===== src/rtl/hs_arbiter_m.sv =====
// hs_arbiter_m
// Round-robin arbiter sharing one 4-phase req/ack channel between N_REQ
// synchronous requesters. The shared channel drives an asynchronous pipeline
// stage. Each handshake is relayed end to end. A stalled stage is flagged by
// a timeout, and the arbiter recovers from it cleanly.
//
// Ports
//   clk           in   clock
//   reset         in   asynchronous, active-high reset
//   req_in        in   per-requester 4-phase request (synchronous to clk)
//   ack_out       out  per-requester 4-phase acknowledge, at most one bit high
//   right_req_out out  request to the async stage
//   right_ack_in  in   acknowledge from the async stage (asynchronous)
//   grant_id      out  index of the current owner, valid while busy
//   busy          out  high whenever the FSM is not idle
//   timeout_err   out  sticky timeout flag
//   err_clr       in   pulse: clears timeout_err, and leaves ERR once the ack is low
module hs_arbiter_m #(
  parameter int N_REQ       = 4,
  parameter int SYNC_STAGES = 2,
  parameter int TIMEOUT     = 255
) (
  input  logic                     clk,
  input  logic                     reset,
  input  logic [N_REQ-1:0]         req_in,
  output logic [N_REQ-1:0]         ack_out,
  output logic                     right_req_out,
  input  logic                     right_ack_in,
  output logic [$clog2(N_REQ)-1:0] grant_id,
  output logic                     busy,
  output logic                     timeout_err,
  input  logic                     err_clr
);

  localparam int IDX_W = $clog2(N_REQ);
  // A disabled timeout (TIMEOUT=0) still gets a 1-bit counter.
  localparam int CNT_W = (TIMEOUT > 0) ? $clog2(TIMEOUT + 1) : 1;
  localparam bit TO_EN = (TIMEOUT != 0);
  // The counter value seen on the edge that fires the timeout. Firing one
  // count early puts the error exactly TIMEOUT cycles after state entry.
  localparam logic [CNT_W-1:0] CNT_LAST = (TIMEOUT > 0) ? CNT_W'(TIMEOUT - 1) : {CNT_W{1'b0}};
  localparam logic [CNT_W-1:0] CNT_MAX  = {CNT_W{1'b1}};

  typedef enum logic [2:0] {
    ST_IDLE     = 3'd0,
    ST_FWD_UP   = 3'd1,
    ST_WAIT_RLS = 3'd2,
    ST_FWD_DN   = 3'd3,
    ST_ERR      = 3'd4
  } state_t;

  state_t                 r_state;
  logic [SYNC_STAGES-1:0] r_sync;
  logic [IDX_W-1:0]       r_ptr;
  logic [IDX_W-1:0]       r_grant;
  logic [CNT_W-1:0]       r_cnt;
  logic [N_REQ-1:0]       r_ack;
  logic                   r_rreq;
  logic                   r_busy;
  logic                   r_timeout_err;

  logic                   w_ack_s;
  logic                   w_any;
  logic [IDX_W-1:0]       w_win;
  logic                   w_own_req;
  logic                   w_to_hit;

  // Returns (base + off) mod N_REQ, where off < N_REQ.
  function automatic logic [IDX_W-1:0] rr_index(input logic [IDX_W-1:0] base, input int off);
    int sum;
    sum = int'(base) + off;
    if (sum >= N_REQ) begin
      sum = sum - N_REQ;
    end else begin
      sum = sum;
    end
    return IDX_W'(sum);
  endfunction

  // Returns the requester after g, wrapping N_REQ-1 back to 0.
  function automatic logic [IDX_W-1:0] rr_next(input logic [IDX_W-1:0] g);
    if (g == IDX_W'(N_REQ - 1)) begin
      return {IDX_W{1'b0}};
    end else begin
      return g + IDX_W'(1);
    end
  endfunction

  assign w_ack_s   = r_sync[SYNC_STAGES-1];
  assign w_own_req = req_in[r_grant];
  assign w_to_hit  = TO_EN && (r_cnt >= CNT_LAST);

  // Synchronize the asynchronous acknowledge from the stage.
  always_ff @(posedge clk or posedge reset) begin
    if (reset) begin
      r_sync <= {SYNC_STAGES{1'b0}};
    end else begin
      r_sync <= {r_sync[SYNC_STAGES-2:0], right_ack_in};
    end
  end

  // Round-robin search. Scanning from the far end lets the entry nearest
  // the pointer win.
  always_comb begin
    w_any = |req_in;
    w_win = {IDX_W{1'b0}};
    for (int i = N_REQ - 1; i >= 0; i--) begin
      if (req_in[rr_index(r_ptr, i)]) begin
        w_win = rr_index(r_ptr, i);
      end else begin
        w_win = w_win;
      end
    end
  end

  // Handshake FSM with registered outputs and timeout.
  always_ff @(posedge clk or posedge reset) begin
    if (reset) begin
      r_state       <= ST_IDLE;
      r_ptr         <= {IDX_W{1'b0}};
      r_grant       <= {IDX_W{1'b0}};
      r_cnt         <= {CNT_W{1'b0}};
      r_ack         <= {N_REQ{1'b0}};
      r_rreq        <= 1'b0;
      r_busy        <= 1'b0;
      r_timeout_err <= 1'b0;
    end else begin
      // A timeout in the same cycle overrides this clear.
      if (err_clr) begin
        r_timeout_err <= 1'b0;
      end
      case (r_state)
        ST_IDLE: begin
          if (w_any) begin
            r_grant <= w_win;
            r_rreq  <= 1'b1;
            r_cnt   <= {CNT_W{1'b0}};
            r_busy  <= 1'b1;
            r_state <= ST_FWD_UP;
          end
        end
        ST_FWD_UP: begin
          if (w_ack_s) begin
            r_ack   <= N_REQ'(1) << r_grant;
            r_state <= ST_WAIT_RLS;
          end else if (w_to_hit) begin
            r_timeout_err <= 1'b1;
            r_rreq        <= 1'b0;
            r_ack         <= {N_REQ{1'b0}};
            r_state       <= ST_ERR;
          end else if (r_cnt != CNT_MAX) begin
            r_cnt <= r_cnt + CNT_W'(1);
          end
        end
        ST_WAIT_RLS: begin
          // An owner that dropped its request early leaves here at once.
          if (!w_own_req) begin
            r_rreq  <= 1'b0;
            r_cnt   <= {CNT_W{1'b0}};
            r_state <= ST_FWD_DN;
          end
        end
        ST_FWD_DN: begin
          if (!w_ack_s) begin
            r_ack   <= {N_REQ{1'b0}};
            r_ptr   <= rr_next(r_grant);
            r_busy  <= 1'b0;
            r_state <= ST_IDLE;
          end else if (w_to_hit) begin
            r_timeout_err <= 1'b1;
            r_rreq        <= 1'b0;
            r_ack         <= {N_REQ{1'b0}};
            r_state       <= ST_ERR;
          end else if (r_cnt != CNT_MAX) begin
            r_cnt <= r_cnt + CNT_W'(1);
          end
        end
        ST_ERR: begin
          // Skip past the stalled owner so that it cannot starve the others.
          if (err_clr && !w_ack_s) begin
            r_ptr   <= rr_next(r_grant);
            r_busy  <= 1'b0;
            r_state <= ST_IDLE;
          end
        end
        default: begin
          r_rreq  <= 1'b0;
          r_ack   <= {N_REQ{1'b0}};
          r_busy  <= 1'b0;
          r_state <= ST_IDLE;
        end
      endcase
    end
  end

  assign ack_out       = r_ack;
  assign right_req_out = r_rreq;
  assign grant_id      = r_grant;
  assign busy          = r_busy;
  assign timeout_err   = r_timeout_err;

endmodule

===== config.mk =====
export PLATFORM = sky130hd
export DESIGN_NAME = hs_arbiter_m
export DESIGN_NICKNAME = d
export VERILOG_FILES = /design/src/rtl/hs_arbiter_m.sv
export SDC_FILE = /design/constraint.sdc
export NUM_CORES = 1
export LEC_CHECK = 0
export CORE_MARGIN = 1
export CORE_UTILIZATION = 48
export DETAILED_ROUTE_END_ITERATION = 6
export PLACE_DENSITY = 0.7
export SETUP_SLACK_MARGIN = 0.02
export SKIP_LAST_GASP = 1
export SLEW_MARGIN = 10
export SYNTH_ARGS = -nofsm -noshare
export SYNTH_HDL_FRONTEND = slang
export SYNTH_SLANG_ARGS = --single-unit

===== constraint.sdc =====
create_clock -name clk -period 2 [get_ports clk]
set_clock_uncertainty 0.15 [all_clocks]
set_input_delay 0.4 -clock clk [delete_from_list [all_inputs] [get_ports clk]]
set_output_delay 0.4 -clock clk [all_outputs]
set_load 0.1 [all_outputs]

==> impl_metrics.yaml, run 1 <==
sta:
  slew_viol_final: 0
  worst_slack_ns: 0.179
  rsz0062_at_grt: "no"
  fmax_mhz: 549
  fin_crit_ns: 1.82
  tightest_slew_ns: 0.441
  setup_viol: 0
  finalHoldViolCount: 0
  period_share_pct: 91.0
  relSlewSlack_pct: 70.2
detailed_routing:
  wirelength_um: 3000
  drtPass1Iterations: 4
  viasPerCell: 6.03
  wire_per_inst_um: 15.2
  drtIter0Drc: 49
  drc: 0
  vias: 1193
  ant_nets: 0
worst_hold_path:
  hold_path_depth: 0
  holdPathEnd: "r_sync[1]$_DFF_PP0_"
  hold_path.class: "register to register"
  min_from: "r_sync[0]$_DFF_PP0_"
place:
  dpl_cell_area_mm2: 0.00173
  port_buffers: 16
  dpl_worst_slack_ns: -0.102
  gp_congestion: 0.821
  place_hpwl_um: 2280
critical_path:
  crit_required_ns: 2.10
  cp-end-kind: "register"
  worst-r2r-cell-count: 5
  start_kind: "register"
  path_class: "register to register"
  critPathArrivalTime_ns: 1.92
  r2r-start: "r_state[1]$_DFFE_PP0P_"
  reg2reg_slack_ns: 0.18
  reg2reg_to: "r_cnt[3]$_DFFE_PP0P_"
  critPathMaxFanout: 11
clock_network:
  clock_latency_ns: 0.32
  cts_tree: "done"
  ctsResizeCount: 0
  cts.hold.buffers_added: 0
  postCtsSetupBuffers: 0
  cts_buffers: 3
  root_buffer: "clkbuf_4"
  cts.path.max_buffers: 2
  clock-sinks: 24
  cts_max_level: 1
  clk_pin_slew_worst_paths_ns: 0.14
power_and_ir_drop:
  power_frac_comb_pct: 62.1
  ir_worst_vdd_mv: 1.25
  powerDensity_mw_per_mm2: 1570
  switching_share_pct: 48.8
  p_int_mw: 1.42
  clock_power_share_pct: 9.5
  switchingPower_mw: 1.36
  p_leak_nw: 0.793
  sequentialPowerShare_pct: 28.3
synth:
  synth_area_leaders: "dfrtp_1, ha_1, o21ai_0"
  synthesis.area_mm2: 0.00138
  synth-seq-area-share_pct: 43.5
  synth_ff_type: "dfrtp_1"
  synth_top_area_share_pct: 43.5
  syn_avg_cell_area_um2: 9.79
  synthArstFlopShare_pct: 100
  synth-seq-cells: 24
  ys_types: 40
  synth_cells: 141
  yosysTopAreaCell: "dfrtp_1"
  ys_warn_count: 0
  syn-num-nets: 155
  synth_edf_count: 0
grt:
  grt_max_degree: 25
  grt_usage_pct: 20.5
  grt_pass1_vias: 1155
  grt_overflow: 0
  grt_pass1_wl_um: 5020
  antenna_found_initial: 0
cells_and_area:
  multi_input_area_um2: 712
  stdcell_area_mm2: 0.00177
  layout-drive-gt1-share_pct: 20.4
  fillers: 227
  nets: 182
  seqCellArea_um2: 603
  syn_to_final_growth_pct: 28.1
  diodes: 0
floorplanning:
  rows: 19
  placeableCoreArea_mm2: 0.00273
  die-height_um: 55.6
  die_x_um: 55.6
  initial_utilization_pct: 50.5
  io_pins: 17
  die_area_mm2: 0.00309
outcome:
  status: "finished, final reports clean"
flow_run:
  maxCapViolCount: 0
-- critical path, cell delays in order (launching register included) --
cell      delay (ns)
dfrtp_1         0.40
buf_4           0.19
xnor2_4         0.22
nand3_1         0.19
or4_1           0.50
o211ai_1        0.10
-- area by class of cell --
cell class	instances	share of cell area [%]
Sequential cell	24	34.1
Timing Repair Buffer	28	19.2
Clock buffer	4	2.05
Multi-Input combinational cell	101	40.3
Inverter	10	2.12
Tap cell	31	2.19
-- cell usage after synthesis, drive strengths merged, types with 2 or more instances --
| cell | number |
|---|---|
| dfrtp | 24 |
| inv | 10 |
| o21ai | 10 |
| nand2 | 9 |
| a21oi | 8 |
| nor2 | 7 |
| ha | 6 |
| nand3 | 6 |
| buf | 5 |
| a22o | 4 |
| and3 | 4 |
| mux2i | 4 |
| o211ai | 4 |
| a21o | 3 |
| a31oi | 3 |
| nor2b | 3 |
| o22ai | 3 |
| o31ai | 3 |
| o41ai | 3 |
| a211oi | 2 |
| a2bb2oi | 2 |
| nor3 | 2 |
| nor4 | 2 |
| or4 | 2 |
-- sequential cells by signal, summed over array words and instances (netlist names), 2 cells and up --
name      cells
r_cnt         8
ack_out       4
r_state       3
grant_id      2
r_ptr         2
r_sync        2
-- logic make-up after synthesis --
group / Yosys count / share of synthesized area (%)
AOI/OAI and AO/OA: 49 / 24.9
and+or+nand+nor: 39 / 14.5
DFF: 24 / 43.5
buffers and inverters: 16 / 5.26
adders and majority gates: 6 / 5.44
muxes: 5 / 3.72
xor gates and xnor gates: 2 / 2.63
-- stage by stage --
stage / util, % / hold WS [ns] / setup TNS, ns / power (mW) / cells
6_report: 64.7 / 0.213 / 0 / 2.78 / 198
5_1_grt: 64.7 / 0.232 / 0 / 2.93 / 198
4_1_cts: 64.5 / 0.216 / 0 / 2.78 / 198
2_1_floorplan: - / 0.181 / 0 / 1.91 / 141
3_3_place_gp: 63.2 / 0.183 / -0.129 / 2.49 / 194
3_5_place_dp: 63.2 / 0.186 / -0.701 / 2.52 / 194
-- worst max-delay path by stage --
stage	start	endpoint	slack [ns]	depth (start not counted)
after global routing	r_sync[1]$_DFF_PP0_	r_cnt[3]$_DFFE_PP0P_	0.03	4
after CTS	r_cnt[1]$_DFFE_PP0P_	r_cnt[0]$_DFFE_PP0P_	0.16	5
after global placement	req_in[1]	grant_id[0]$_DFFE_PP0P_	-0.05	4
after floorplan	grant_id[1]$_DFFE_PP0P_	r_state[0]$_DFFE_PP0P_	0.13	4
final	r_state[1]$_DFFE_PP0P_	r_cnt[3]$_DFFE_PP0P_	0.18	5
after detailed placement	req_in[1]	grant_id[0]$_DFFE_PP0P_	-0.10	4
-- power groups by stage --
| stage | combinational (mW) | sequential (mW) | clock (mW) |
|---|---|---|---|
| floorplan | 0.651 | 1.26 | 0 |
| global placement | 1.69 | 0.794 | 0 |
| detailed placement | 1.72 | 0.799 | 0 |
| CTS | 1.72 | 0.789 | 0.264 |
| global route | 1.84 | 0.806 | 0.285 |
| finish | 1.73 | 0.787 | 0.264 |
-- cells in the final DEF (no fill, tap or decap), types with 3 or more instances in the layout --
master	netlist	routed
a21oi_1	8	8
o31ai_1	3	3
nor2b_1	3	3
a31oi_1	3	3
clkbuf_4	0	3
mux2i_1	4	4
dfrtp_1	24	22
o211ai_1	4	4
a22o_1	4	4
nor2_1	7	7
ha_1	6	6
clkdlybuf4s50_1	0	7
nand3_1	6	6
and3_1	4	4
inv_1	10	10
o21ai_0	10	10
nand2_1	9	9
buf_4	0	12
buf_12	0	9
-- metal layers --
layer	track usage [%]	vias up	wire length, um
li1	-	574	-
met1	25.1	580	1330
met2	37.7	35	1550
met3	2.09	4	88
met4	6.43	0	31
met5	0	-	0
Power figures use the tool's default switching activity.
==> run 2, diff against run 1 <==
- SLEW_MARGIN: 10 -> 20
==> results of run 2 <==
Final layout, timing and power as in run 1 (identical DEF).
==> run 3, diff against run 2 <==
- RECOVER_POWER: unset -> 100
==> run 3 against run 2 <==
Combinational power down 13%. First-iteration DRC count is 12% lower. Cell area is 8.0% lower. Register-to-register slack hardly changed. Final cell count stayed put. Utilization down 5.2 points. Via count is the same. Wire length down 0.50%. Setup slack worse by 0.015 ns. Non-clock buffer count stayed put. Hold slack about the same. Critical endpoint is now r_cnt[0]$_DFFE_PP0P_. Largest power group unchanged.
==> impl_metrics.yaml, run 3 (same netlist as run 1, synthesis figures left out) <==
power_and_ir_drop:
  switchingPower_mw: 1.31
  p_leak_nw: 0.749
  p_int_mw: 1.20
  clock_power_share_pct: 10.3
  ir_worst_vdd_mv: 1.06
  switching_share_pct: 52.1
  powerDensity_mw_per_mm2: 1540
  power_frac_comb_pct: 59.6
  sequentialPowerShare_pct: 30.1
grt:
  grt_usage_pct: 20.5
  antenna_found_initial: 0
  grt_pass1_vias: 1155
  use_met3_pct: 2.09
  grt_max_degree: 25
  use_met1_pct: 25.1
  grt_util_met2_pct: 37.7
  grt_pass1_wl_um: 5020
  gr-max-usage-layer: "met2"
  grt_overflow: 0
sta:
  setup_viol: 0
  finalHoldViolCount: 0
  relSlewSlack_pct: 61.0
  fin_crit_ns: 1.84
  finalSetupTns_ns: 0
  period_share_pct: 91.8
  rsz0062_at_grt: "no"
  whs_ns: 0.213
  tightest_slew_ns: 0.586
  fmax_mhz: 545
  worst_slack_ns: 0.165
  slew_viol_final: 0
flow_run:
  maxCapViolCount: 0
floorplanning:
  die-height_um: 55.6
  placeableCoreArea_mm2: 0.00273
  rows: 19
  initial_utilization_pct: 50.5
  die_x_um: 55.6
  die_area_mm2: 0.00309
  io_pins: 17
cells_and_area:
  final_cell_mix: "dfrtp_1, inv_1, o21ai_0, nand2_1, buf_4"
  syn_to_final_growth_pct: 17.9
  diodes: 0
  instances_no_fill: 198
  stdcell_area_mm2: 0.00163
  nets: 182
  layout-drive-gt1-share_pct: 17.4
  top_register: "r_cnt"
  mostFrequentLayoutCell: "dfrtp_1"
  largest_reg_flops: 8
critical_path:
  critPathMaxFanout: 6
  start_kind: "register"
  path_class: "register to register"
  crit_required_ns: 2.04
  critPathArrivalTime_ns: 1.88
  cp-end-kind: "register"
detailed_routing:
  vias: 1193
  drtIter0Drc: 43
  drtPass1Iterations: 5
  ant_nets: 0
  viasPerCell: 6.03
  wire_per_inst_um: 15.1
  wirelength_um: 2990
  drc: 0
clock_network:
  cts_buffers: 3
  root_buffer: "clkbuf_4"
  cts_max_level: 1
  cts.hold.buffers_added: 0
  clk_pin_slew_worst_paths_ns: 0.13
  clock_latency_ns: 0.32
  postCtsSetupBuffers: 0
  cts.path.max_buffers: 2
  cts_tree: "done"
  clock-sinks: 24
  ctsResizeCount: 0
place:
  dp.cells: 194
  gp_congestion: 0.821
  dpl_cell_area_mm2: 0.00173
  port_buffers: 16
  dpl_worst_slack_ns: -0.102
  place_hpwl_um: 2280
worst_hold_path:
  hold_path.class: "register to register"
outcome:
  status: "finished, final reports clean"
-- run 3: changes by cell type in the layout (fill, tap and decap cells not counted), moves of 2 or more --
cell             change
buf_12               -8
clkbuf_2             +8
buf_4                -3
clkbuf_1             +2
clkdlybuf4s50_1      -2
dlygate4sd3_1        +2
-- run 3: area by class of cell --
class	instances	area [um^2]
fill	249	1110
inverter	10	37.5
timing repair buffer	28	213
clock buffer	4	36.3
sequential	24	602
tap	31	38.8
multi-input combinational	101	699
-- run 3: power groups by stage --
stage / combinational [mW] / clock (mW) / sequential, mW
global route: 1.61 / 0.286 / 0.774
CTS: 1.72 / 0.264 / 0.789
finish: 1.50 / 0.259 / 0.755
global placement: 1.69 / 0 / 0.794
floorplan: 0.651 / 0 / 1.26
detailed placement: 1.72 / 0 / 0.799
-- run 3: path summary, 6_finish.rpt --
kind | slack [ns] | end | cells past startpoint | start
max | 0.16 | r_cnt[0]$_DFFE_PP0P_ | 5 | r_cnt[1]$_DFFE_PP0P_
min reg2reg | 0.21 | r_sync[1]$_DFF_PP0_ | 0 | r_sync[0]$_DFF_PP0_
max in group asynchronous | 0.79 | grant_id[1]$_DFFE_PP0P_ | 3 | reset
min in group asynchronous | 0.50 | timeout_err$_DFF_PP0_ | 3 | reset
max reg2reg | 0.16 | r_cnt[0]$_DFFE_PP0P_ | 5 | r_cnt[1]$_DFFE_PP0P_
min | 0.21 | r_sync[1]$_DFF_PP0_ | 0 | r_sync[0]$_DFF_PP0_
-- run 3: per-layer routing --
metal	wire, um	vias up	part of all wire, %
li1	-	577	-
met4	31	0	1.0
met3	68	4	2.3
met2	1530	26	51
met1	1360	586	46
met5	0	-	0
-- run 3: metrics by stage --
step	util, %	power [mW]
final	59.5	2.51
after global routing	59.5	2.67
after CTS	64.5	2.78
after detailed placement	63.2	2.52
after global placement	63.2	2.49
after floorplan	-	1.91
-- run 3: critical path, stage by stage, from the launching register on --
cell and delay [ns]:
dfrtp_1 0.45, ha_1 0.23, nor3_1 0.27, o31ai_1 0.10, a211oi_1 0.37, mux2i_1 0.13
==> edit 1, RTL diff (config.mk and constraints of run 3) <==
The parameter `TIMEOUT` goes from 255 to 510.
--- a/src/rtl/hs_arbiter_m.sv
+++ b/src/rtl/hs_arbiter_m.sv
@@ -19,5 +19,5 @@
   parameter int N_REQ       = 4,
   parameter int SYNC_STAGES = 2,
-  parameter int TIMEOUT     = 255
+  parameter int TIMEOUT     = 510
 ) (
   input  logic                     clk,
Behaviour: no difference found for any inputs over 10 cycles, from zero or initial values and one cycle with reset high; that may be too few to reach the edited logic, so the function may still have changed.
==> edit 1 against run 3 <==
- the flow now finishes with violations (setup timing)
- final area up 16%
- power is 5.1% higher
- wire length increased by 11%
- worst setup slack worse by 0.18 ns
- sequential cell count rose by 1
- area after synthesis increased by 9.5%
- clock power decreased by 8.1%
- critical path type unchanged
==> edit 1: results <==
[run_status]
run_status = "finished, violations left"
violations = "setup timing"

[placement]
dp_cells = 220
portBuffers = 16
placed_area_mm2 = 0.00192
place_congestion = 0.850
pre_cts_slack_ns = -0.165
dp_hpwl_mm = 2.37

[global_route]
grt_max_degree = 26
track_usage_pct = 20.6
antenna_found_initial = 0
grt_pass1_vias = 1197
grt_pass1_wl_mm = 5.37

[layout]
largest_reg_flops = 9
drive_gt1_share_pct = 33.0
fillCellCount = 219
final_util_pct = 65.6
final_nets = 201

[clock_tree]
clk_pin_slew_ns = 0.15
htreeDepth = 1
clock-root-buffer = "clkbuf_4"

[synth]
synth_compound_area_share_pct = 19.4
synth_area_per_cell_um2 = 10.2
synthMuxAreaShare_pct = 3.56
synth_nets = 163
synth_common_cells = "dfrtp_1, nand2_1, nor2_1, inv_1, ha_1"
ys_top_cells_by_area = "dfrtp_1, ha_1, nand2_1"
synth_xor_area_share_pct = 3.97
synth-seq-area-share_pct = 41.4
ys_types = 46
synth-main-ff-cell = "dfrtp_1"
synthAdderAreaFrac_pct = 5.79

[drt]
vias = 1258
drt_iter0_markers = 40
wl_per_cell_um = 14.6
dr.pass1.iters = 4
viasPerCell = 5.54

[worst_setup_path]
crit_fanout = 6
cp_slowest_stage_delay_ns = 0.43
critPathSlowestCell = "dfrtp_1"
worstPathArrival_ns = 2.09

[power_and_ir_drop]
irDropWorstVdd_uv = 1050
power.leakage_nw = 0.850

[timing]
setup_tns_ns = -0.0196
worst_hold_slack_ns = 0.224
maxSlewHeadroom_pct = 59.2
setup_slack_ns = -0.0196
finalSetupViolations = 1
[edit 1: cell count changes after synthesis, moves of 4 or more]
cell             run 3  this run
buf_2                4         0
nand3_1              6         2
nor2_1               7        13
a21oi_1              8         3
o21ai_0             10         4
and3_1               4         0
o211ai_1             4         0
nand2_1              9        17
[edit 1: worst paths after layout]
check / start / end / depth (start not counted)
worst max-delay path: r_cnt[1]$_DFFE_PP0P_ / r_cnt[6]$_DFFE_PP0P_ / 9
worst min-delay path: r_sync[0]$_DFF_PP0_ / r_sync[1]$_DFF_PP0_ / 0
worst max register to register: r_cnt[1]$_DFFE_PP0P_ / r_cnt[6]$_DFFE_PP0P_ / 9
worst min register to register: r_sync[0]$_DFF_PP0_ / r_sync[1]$_DFF_PP0_ / 0
max in group asynchronous: reset / timeout_err$_DFF_PP0_ / 3
min in group asynchronous: reset / r_cnt[4]$_DFFE_PP0P_ / 3
[edit 1: per-layer routing]
metal / GRT usage, % / wire length, um
met1: 30.5 / 1610
met2: 32.0 / 1550
met3: 2.01 / 120
met5: 0 / 0
met4: 5.78 / 37
[edit 1: final cells by class]
cell class | count | share of cell area (%)
Tap cell | 42 | 2.79
Clock inverter | 1 | 0.265
Multi-Input combinational cell | 107 | 44.3
Sequential cell | 25 | 33.2
Clock buffer | 3 | 1.19
Timing Repair Buffer | 37 | 15.9
Inverter | 12 | 2.39
[edit 1: where the power goes]
| group | internal, W | switching [W] | total (W) |
|---|---|---|---|
| Clock | 0.0000749 | 0.000164 | 0.000238 |
| Combinational | 0.000532 | 0.00103 | 0.00157 |
| Sequential | 0.000642 | 0.000190 | 0.000832 |
| Total | 0.00125 | 0.00139 | 0.00264 |
[edit 1: what timing repair did]
item	in CTS	in global routing
setup buffers	2	1
endpoints found under the setup margin	1	6
pin swaps	0	4
gates cloned	0	0
gates resized for setup	1	9
==> edit 2, RTL diff (settings of run 3) <==
Without the edit above. The 5 states of `state_t` get a one-hot encoding in 5 bits.
--- a/src/rtl/hs_arbiter_m.sv
+++ b/src/rtl/hs_arbiter_m.sv
@@ -42,10 +42,10 @@
   localparam logic [CNT_W-1:0] CNT_MAX  = {CNT_W{1'b1}};
 
-  typedef enum logic [2:0] {
-    ST_IDLE     = 3'd0,
-    ST_FWD_UP   = 3'd1,
-    ST_WAIT_RLS = 3'd2,
-    ST_FWD_DN   = 3'd3,
-    ST_ERR      = 3'd4
+  typedef enum logic [4:0] {
+    ST_IDLE     = 5'b00001,
+    ST_FWD_UP   = 5'b00010,
+    ST_WAIT_RLS = 5'b00100,
+    ST_FWD_DN   = 5'b01000,
+    ST_ERR      = 5'b10000
   } state_t;
 
Behaviour: same outputs for any inputs over 10 cycles, from zero or initial values and one cycle with reset high; not proved beyond that.
==> edit 2 against run 3 <==
- the flow now finishes with violations (setup timing)
- power increased by 8.4%
- critical path depth up 1
- area after synthesis grew 14%
- wire length up 31%
- fmax fell by 15%
- synthesized cell count is 16% higher
- combinational power rose by 15%
- global-route usage rose by 4.0 points
- count of clock-buffer cells in the layout did not move
- worst setup slack got worse by 0.32 ns
- sequential cell count increased by 2
- final area up 27%
- critical endpoint is now r_cnt[5]$_DFFE_PP0P_
- largest power group unchanged
==> edit 2: results <==
[worst_setup_path]
worstPathArrival_ns = 2.23
critPathSlowestCell = "mux4_2"
cp_slowest_stage_delay_ns = 0.49
crit_fanout = 4

[clock_tree]
clock-root-buffer = "clkbuf_4"
holdBufCountCts = 0
htreeDepth = 1
clk_pin_slew_ns = 0.14
cts_buffers = 3
clk_latency_ns = 0.31
cts_max_path_buffers = 2

[synth]
ys_types = 52
ys_top_cells_by_area = "dfrtp_1, ha_1, o21ai_0"
synthMuxAreaShare_pct = 3.73
synth_xor_area_share_pct = 1.11
synth-main-ff-cell = "dfrtp_1"
ys_async_sr_fraction_pct = 100
synthAdderAreaFrac_pct = 4.77
synth_nets = 177
synth_compound_area_share_pct = 23.7
synth-seq-area-share_pct = 41.4
synth_common_cells = "dfrtp_1, inv_1, nand2_1, o21ai_0, a21oi_1"
yosys_warnings = 0

[drt]
dr.pass1.iters = 4
vias = 1463
drt_iter0_markers = 64
wl_per_cell_um = 15.3

[timing]
setup_slack_ns = -0.158
worst_slew_pin_slew_ns = 0.877
finalSetupViolations = 12

[layout]
top_register = "r_cnt"
largest_reg_flops = 8
fillCellCount = 246
diodes = 0
drive_gt1_share_pct = 29.9
final_nets = 226

[global_route]
grt_pass1_wl_mm = 6.42
grt_max_degree = 20
track_usage_pct = 24.5
antenna_found_initial = 0
grt_pass1_vias = 1400

[run_status]
run_status = "finished, violations left"
violations = "setup timing"

[placement]
portBuffers = 16
placed_area_mm2 = 0.00208
dp_hpwl_mm = 3.05
place_congestion = 0.840
pre_cts_slack_ns = -0.549

[power_and_ir_drop]
power.leakage_nw = 1.03
irDropWorstVdd_uv = 705

[worst_hold_path]
hold_path.class = "reg -> reg"
edit 2: changes by cell type after synthesis, sizes merged, moves of 4 or more:
cell and change:
nand3 -4, inv +4, and2 +5, nand2 +4, nor3 +5
edit 2: where the power goes:
group | internal [W] | switching (W)
registers | 0.000651 | 0.000114
clock network | 0.0000778 | 0.000153
logic | 0.000668 | 0.00106
total | 0.00140 | 0.00132
edit 2: area by class of cell:
type,count,share of cell area (%)
multi-input combinational,118,43.4
sequential,26,31.9
inverter,14,2.55
clock buffer,4,1.27
tap,44,2.67
timing repair buffer,49,18.2
edit 2: repair_timing:
item / in CTS / in global routing
setup buffers: 2 / 3
hold endpoints to repair: 0 / 0
setup endpoints to repair: 13 / 16
pin swaps: 3 / 3
gates resized for setup: 9 / 9
edit 2: per-stage QoR:
step                hold slack [ns]  instances  util, %  TNS (ns)
finish                        0.221        255     67.0    -0.856
global route                  0.236        255     67.0     -2.02
CTS                           0.165        252     69.4    -0.979
detailed placement            0.191        246     67.6     -6.73
global placement              0.189        246     67.6     -5.72
floorplan                     0.181        163        -     -2.71
edit 2: critical path: cells and delay by family, from the launching register on:
family                 cells  cell delay (ns)
DFF                        1             0.44
AOI/OAI and AO/OA          3             0.70
and+or+nand+nor            1             0.18
buffers and inverters      1             0.12
muxes                      1             0.49
edit 2: kinds of logic after synthesis:
family / Yosys count
xor+xnor: 2
simple gates: 55
compound gates: 51
mux: 4
buf+inv: 19
fa+ha+maj: 6
flops: 26
edit 2: final timing paths:
| path | from | endpoint | slack, ns | cells past startpoint |
|---|---|---|---|---|
| worst max-delay path | grant_id[1]$_DFFE_PP0P_ | r_cnt[5]$_DFFE_PP0P_ | -0.16 | 6 |
| worst min-delay path | r_sync[0]$_DFF_PP0_ | r_sync[1]$_DFF_PP0_ | 0.22 | 0 |
| worst max register to register | grant_id[1]$_DFFE_PP0P_ | r_cnt[5]$_DFFE_PP0P_ | -0.16 | 6 |
| worst min register to register | r_sync[0]$_DFF_PP0_ | r_sync[1]$_DFF_PP0_ | 0.22 | 0 |
| max in group asynchronous | reset | r_state[3]$_DFFE_PP0P_ | 0.18 | 3 |
| min in group asynchronous | reset | ack_out[2]$_DFFE_PP0N_ | 0.28 | 2 |
edit 2: layer usage:
layer / share of wire (%) / vias up / track usage (%)
met3: 2.5 / 8 / 2.84
li1: - / 705 / -
met2: 48 / 27 / 40.1
met4: 1.6 / 0 / 8.50
met5: 0 / - / 0
met1: 48 / 723 / 33.6
